===== config.mk =====
export PLATFORM = sky130hd
export DESIGN_NAME = pipeline_ctrl
export DESIGN_NICKNAME = d
export VERILOG_FILES = /design/src/rtl/pipeline_ctrl.sv
export SDC_FILE = /design/constraint.sdc
export NUM_CORES = 1
export LEC_CHECK = 0
export CELL_PAD_IN_SITES_DETAIL_PLACEMENT = 0
export CELL_PAD_IN_SITES_GLOBAL_PLACEMENT = 2
export CORE_MARGIN = 4
export CORE_UTILIZATION = 19
export CTS_CLUSTER_DIAMETER = 150
export DETAILED_ROUTE_END_ITERATION = 16
export PLACE_DENSITY_LB_ADDON = 0.1
export SLEW_MARGIN = 10
export SYNTH_ARGS = -nofsm -noshare
export SYNTH_HDL_FRONTEND = slang
export SYNTH_SLANG_ARGS = --single-unit

===== constraint.sdc =====
create_clock -name CLK -period 1.8 [get_ports CLK]
set_input_delay 0.54 -clock CLK [delete_from_list [all_inputs] [get_ports CLK]]
set_output_delay 0.54 -clock CLK [all_outputs]
set_load 0.05 [all_outputs]

===== src/rtl/pipeline_ctrl.sv =====
// Hazard/stall controller for an in-order pipeline: per-latch enables, bubbles, valid tracking, HALT drain.
// Optional performance counters are enabled by defining PIPELINE_CTRL_PERF_EN.
module pipeline_ctrl #(
  parameter int STAGES  = 5,
  parameter int REGBITS = 5,
  parameter int CNTW    = 32
) (
  input  logic                CLK,
  input  logic                nRST,
  input  logic                ihit,
  input  logic                dmem_req,
  input  logic                dhit,
  input  logic                ex_memread,
  input  logic [REGBITS-1:0]  ex_wsel,
  input  logic [REGBITS-1:0]  id_rs,
  input  logic [REGBITS-1:0]  id_rt,
  input  logic                branch_taken,
  input  logic                id_halt,
  output logic                pc_en,
  output logic [STAGES-2:0]   latch_wen,
  output logic [STAGES-2:0]   latch_flush,
  output logic [STAGES-2:0]   valid,
  output logic                halted,
  output logic [1:0]          dbg_state_o
`ifdef PIPELINE_CTRL_PERF_EN
  ,
  output logic [CNTW-1:0]     stall_cycles,
  output logic [CNTW-1:0]     flush_count
`endif
);

  localparam int NL = STAGES - 1;
  localparam int CW = $clog2(STAGES);

  typedef enum logic [1:0] {
    ST_RUN    = 2'd0,
    ST_DRAIN  = 2'd1,
    ST_HALTED = 2'd2
  } state_t;

  state_t          state_q, state_d;
  logic [CW-1:0]   cnt_q, cnt_d;
  logic [NL-1:0]   valid_q, valid_d;
  logic            halted_q;
  logic            br_pend_q, br_pend_d;

  logic            mem_stall;
  logic            br_flush;
  logic            load_use;
  logic            halt_pend;
  logic            fetch_ok;
  logic            halt_set;

  always_comb begin
    mem_stall = dmem_req & ~dhit;
    // A branch seen while MEM stalls stays pending until EX can move again.
    br_flush  = (branch_taken | br_pend_q) & valid_q[1];
    load_use  = ex_memread & valid_q[1] & valid_q[0] & (ex_wsel != '0) &
                ((ex_wsel == id_rs) | (ex_wsel == id_rt));
    halt_pend = (state_q == ST_DRAIN);
    fetch_ok  = ihit & ~halt_pend;

    pc_en       = 1'b0;
    latch_wen   = '0;
    latch_flush = '0;
    valid_d     = valid_q;
    halt_set    = 1'b0;

    if (halted_q) begin
      valid_d = '0;
    end else if (mem_stall) begin
      valid_d = valid_q;
    end else if (br_flush) begin
      pc_en            = 1'b1;
      latch_wen        = '1;
      latch_flush[1:0] = 2'b11;
      valid_d          = {valid_q[NL-2:0], 1'b0};
      valid_d[1]       = 1'b0;
    end else if (load_use) begin
      latch_wen      = '1;
      latch_wen[0]   = 1'b0;
      latch_flush[1] = 1'b1;
      latch_flush[0] = halt_pend;
      valid_d        = {valid_q[NL-2:0], valid_q[0] & ~halt_pend};
      valid_d[1]     = 1'b0;
    end else begin
      pc_en          = fetch_ok;
      latch_wen      = '1;
      latch_flush[0] = ~fetch_ok;
      valid_d        = {valid_q[NL-2:0], fetch_ok};
      halt_set       = id_halt & valid_q[0] & (state_q == ST_RUN);
    end

    if (!nRST) begin
      pc_en       = 1'b0;
      latch_wen   = '0;
      latch_flush = '0;
    end

    br_pend_d = mem_stall & br_flush & ~halted_q;

    state_d = state_q;
    cnt_d   = cnt_q;
    case (state_q)
      ST_RUN: begin
        if (halt_set) begin
          state_d = ST_DRAIN;
          cnt_d   = CW'(NL);
        end
      end
      ST_DRAIN: begin
        // The HALT was fetched on a mispredicted path if a branch resolves behind it.
        if (br_flush && !mem_stall) begin
          state_d = ST_RUN;
          cnt_d   = '0;
        end else if (cnt_q == '0) begin
          state_d = ST_HALTED;
        end else if (!mem_stall) begin
          cnt_d = cnt_q - CW'(1);
        end
      end
      ST_HALTED: state_d = ST_HALTED;
      default:   state_d = ST_RUN;
    endcase
  end

  always_ff @(posedge CLK or negedge nRST) begin
    if (!nRST) begin
      state_q   <= ST_RUN;
      cnt_q     <= '0;
      valid_q   <= '0;
      halted_q  <= 1'b0;
      br_pend_q <= 1'b0;
    end else begin
      state_q   <= state_d;
      cnt_q     <= cnt_d;
      valid_q   <= valid_d;
      halted_q  <= (state_d == ST_HALTED);
      br_pend_q <= br_pend_d;
    end
  end

  assign valid       = valid_q;
  assign halted      = halted_q;
  assign dbg_state_o = state_q;

`ifdef PIPELINE_CTRL_PERF_EN
  logic            stall_inc;
  logic            flush_inc;
  logic [CNTW-1:0] stall_q;
  logic [CNTW-1:0] flush_q;

  assign stall_inc = ~halted_q & (mem_stall | (~br_flush & (load_use | ~ihit)));
  assign flush_inc = ~halted_q & ~mem_stall & br_flush;

  always_ff @(posedge CLK or negedge nRST) begin
    if (!nRST) begin
      stall_q <= '0;
      flush_q <= '0;
    end else begin
      if (stall_inc && (stall_q != '1)) stall_q <= stall_q + CNTW'(1);
      if (flush_inc && (flush_q != '1)) flush_q <= flush_q + CNTW'(1);
    end
  end

  assign stall_cycles = stall_q;
  assign flush_count  = flush_q;
`endif

endmodule


==> impl_metrics.csv <==
group,metric,value,unit
status,run_status,"complete, but fails checks",
status,violations,"setup timing",
floorplanning,die-width,71.5,um
timing,fmaxAchievable,452,MHz
routing,drc,0,
cells_and_area,layout_cells_sized_above_1,0.573,
routing,detailedRoute.firstIterationViolations,27,
setup_path,worstPathRequired,1260,ps
cts,clk_latency,230,ps
pwr,vdd.ir_drop.worst,451,uV
pwr,switching_power,0.903,mW
floorplanning,core_area,3770,um2
routing,wl,2630,um
synth,synth_xor_area_frac,0.114,
routing,dr_vias_cell,4.29,
cells_and_area,num-fill-cells,371,
synth,synth_seq_cells,11,
floorplanning,die_h,71.5,um
timing,fin_crit_sh,1.23,
cells_and_area,final_cells,205,
placed_design,preCtsSetupSlack,-881,ps
placed_design,place_hpwl,2060,um
floorplanning,num_rows,22,
synth,synth-edff-count,0,
synth,combinational_family_with_the_most_area_after_synthesis,"simple AND/OR/NAND/NOR gates",
synth,synth_flop_cell,"sky130_fd_sc_hd__dfrtp_1",
setup_path,critPathSlowestCell,"sky130_fd_sc_hd__o31a_2",
setup_path,critPathCaptureType,"output pin",
synth,mappedNetlistArea,766,um2
timing,totalNegativeSetupSlack,-1880,ps
setup_path,criticalPathCategory,"input pin to output pin",
routing,vias,880,
pwr,power.clock.fraction,0.118,
cts,ctsLongestPathBuffers,2,
hold_path,holdCritPathClass,"input pin to async pin",
timing,timing_max_transition_violations_final,0,
cts,cts.clk_slew.worst_paths,50,ps
setup_path,rr_endpoint,"cnt_q[1]$_DFFE_PN0P_",
timing,setup_ws,-411,ps
synth,avgSynthCellArea,8.51,um2
timing,finalHoldViolCount,0,
timing,timing.final.setup_violations,7,
cells_and_area,num-nets-final,183,
synth,synthCells,90,
synth,post_synth_main_area_contributors,"sky130_fd_sc_hd__dfrtp_1 36%, sky130_fd_sc_hd__xnor2_1 11%, sky130_fd_sc_hd__nand2_1 6.9%",
synth,synth_compound_area_frac,0.191,
timing,clock-skew-final,1.03,ps
pwr,power_share_of_the_sequential_group,0.198,
setup_path,critical_path.max_stage_delay,310,ps
cts,clockRootBuffer,"sky130_fd_sc_hd__clkbuf_8",
floorplanning,initial_util,0.203,
placed_design,place.port_buffers,36,
setup_path,buffers_plus_inverters_on_the_worst_setup_path,2,
pwr,power.share.switching,0.429,
cts,numCtsBuffers,3,
routing,detailedRoute.firstPassIterationCount,4,
cells_and_area,diodes,0,
setup_path,cp_cell_sequence,"buf_2 -> xnor2_1 -> nand3_1 -> o22ai_2 -> a21oi_2 -> o31a_2 -> buf_12",
cts,htree_num_levels,1,
grt,grt_pass1_vias,947,
synth,seq_area_frac_synth,0.359,
run,drv.max_cap_violation_count,0,
setup_path,cp-start-kind,"input pin",
pwr,cellPowerDensity,1230,nW/um2
synth,synth_largest_type_area_fraction,0.359,
synth,basic_gate_share_of_the_synthesized_area_counting_and_or_nand_and_nor_cells,0.229,
setup_path,critical_path_arrival,1670,ps
setup_path,worstPathMaxFanout,3,
setup_path,worst_reg2reg_startpoint,"valid[1]$_DFFE_PN0P_",
synth,ys_async_sr_fraction,1.00,
floorplanning,pin_count,39,
placed_design,dpl.cell_count,191,
routing,route.antenna.remaining_nets,0,
cells_and_area,layout_commonest_cell,"sky130_fd_sc_hd__buf_4",
synth,mux_contribution_to_synthesized_area,0,
grt,gr-total-overflow,0,
grt,grt_first_pass_wirelength,4280,um
cells_and_area,syn2layout_area_growth,123,%
grt,antenna_found_initial,0,
synth,netlist.top_cell.by_area,"sky130_fd_sc_hd__dfrtp_1",
grt,grt_start_max_net_pins,12,
floorplanning,die_area,5110,um2
placed_design,routabilityCongestion,0.744,
setup_path,reg2reg_slack,200,ps
synth,synth_cell_types,27,
cts,cts_num_sinks,11,
timing,finalWorstPathRequiredPeriod,2210,ps
synth,ys.warnings.count,0,
cells_and_area,layout.cells.most_common_list,"28 x sky130_fd_sc_hd__buf_4, 14 x sky130_fd_sc_hd__nand2_1, 14 x sky130_fd_sc_hd__buf_6, 14 x sky130_fd_sc_hd__buf_12, 10 x sky130_fd_sc_hd__dfrtp_1",
pwr,cellInternalPower,1.20,mW
routing,drt-wirelength-per-cell,12.8,um
synth,adder_and_majority_gate_portion_of_the_synthesized_area,0.0327,
pwr,p_leak,0.778,nW
timing,unrepaired_setup_endpoints_after_global_routing,"yes",
grt,grt_usage,0.108,
pwr,power_frac_comb,0.685,
cts,tritoncts,"yes",
setup_path,ff2ff_path_depth,7,
setup_path,category_of_cells_accounting_for_the_largest_share_of_critical_path_delay,"compound AO/OA/AOI/OAI gates",
routing by layer:
layer,vias up,GRT usage,wire length (um)
li1,439,-,-
met1,405,0.124,1070
met2,36,0.190,1400
met3,0,0.0252,166
met4,0,0.0438,0
met5,-,0,0
logic make-up after synthesis:
family          count (synthesis)
flops                          11
other cells                     1
fa+ha+maj                       2
compound gates                 20
buf+inv                        10
simple gates                   36
xor+xnor                       10
synthesized netlist by cell type (2+ instances only):
master,count
sky130_fd_sc_hd__a21oi_1,4
sky130_fd_sc_hd__inv_1,5
sky130_fd_sc_hd__nand2_1,14
sky130_fd_sc_hd__xnor2_1,10
sky130_fd_sc_hd__nand3_1,6
sky130_fd_sc_hd__dfrtp_1,11
sky130_fd_sc_hd__o22ai_1,6
sky130_fd_sc_hd__a21oi_2,2
sky130_fd_sc_hd__nor2_1,6
sky130_fd_sc_hd__o21a_1,2
sky130_fd_sc_hd__nand3b_1,3
sky130_fd_sc_hd__nor3_1,2
sky130_fd_sc_hd__buf_4,4
sky130_fd_sc_hd__ha_1,2
per-stage QoR:
stage	hold slack (ps)	utilization	instance area, um2	total power [mW]
3_3_place_gp	472	0.393	1480	1.80
6_report	349	0.453	1710	2.11
3_5_place_dp	484	0.393	1480	1.81
4_1_cts	352	0.438	1650	2.11
2_1_floorplan	244	-	810	1.12
5_1_grt	370	0.453	1710	2.23
power by group through the flow:
stage / Clock [mW] / Combinational, mW / Sequential (mW)
floorplan: 0 / 0.489 / 0.635
global placement: 0 / 1.39 / 0.416
detailed placement: 0 / 1.39 / 0.418
CTS: 0.253 / 1.44 / 0.418
global route: 0.270 / 1.53 / 0.429
finish: 0.248 / 1.44 / 0.416
cell type report:
class                   count  area, um2  share of cell area
well taps                  48       60.1              0.0351
multi-input cells          70        581               0.340
repair buffers             67        724               0.424
flip-flops and latches     11        277               0.162
clock buffers               4       45.0              0.0264
inverters                   5       22.5              0.0132
worst max-delay path by stage:
| stage | start | cells past startpoint | endpoint | slack [ps] |
|---|---|---|---|---|
| final | id_rt[2] | 7 | latch_flush[0] | -410 |
| after global routing | id_rt[2] | 7 | latch_flush[0] | -460 |
| after CTS | id_rs[4] | 7 | latch_flush[0] | -420 |
| after detailed placement | ex_wsel[4] | 7 | latch_flush[0] | -880 |
| after global placement | ex_wsel[4] | 7 | latch_flush[0] | -840 |
| after floorplan | halted$_DFF_PN0_ | 5 | pc_en | -480 |
timing repair:
action                                  CTS  global route
buffers inserted                          9             3
endpoints found under the setup margin   12            10
cloned                                    0             0
pin swaps                                21            11
hold buffers                              0             0
gates resized for setup                  97             9
flip-flops by register name (all words and copies together) (netlist names):
| name | count |
|---|---|
| cnt_q | 3 |
| valid | 4 |
| dbg_state_o | 2 |
| br_pend_q | 1 |
| halted | 1 |
Note: power is estimated with default switching activity, not from simulation.
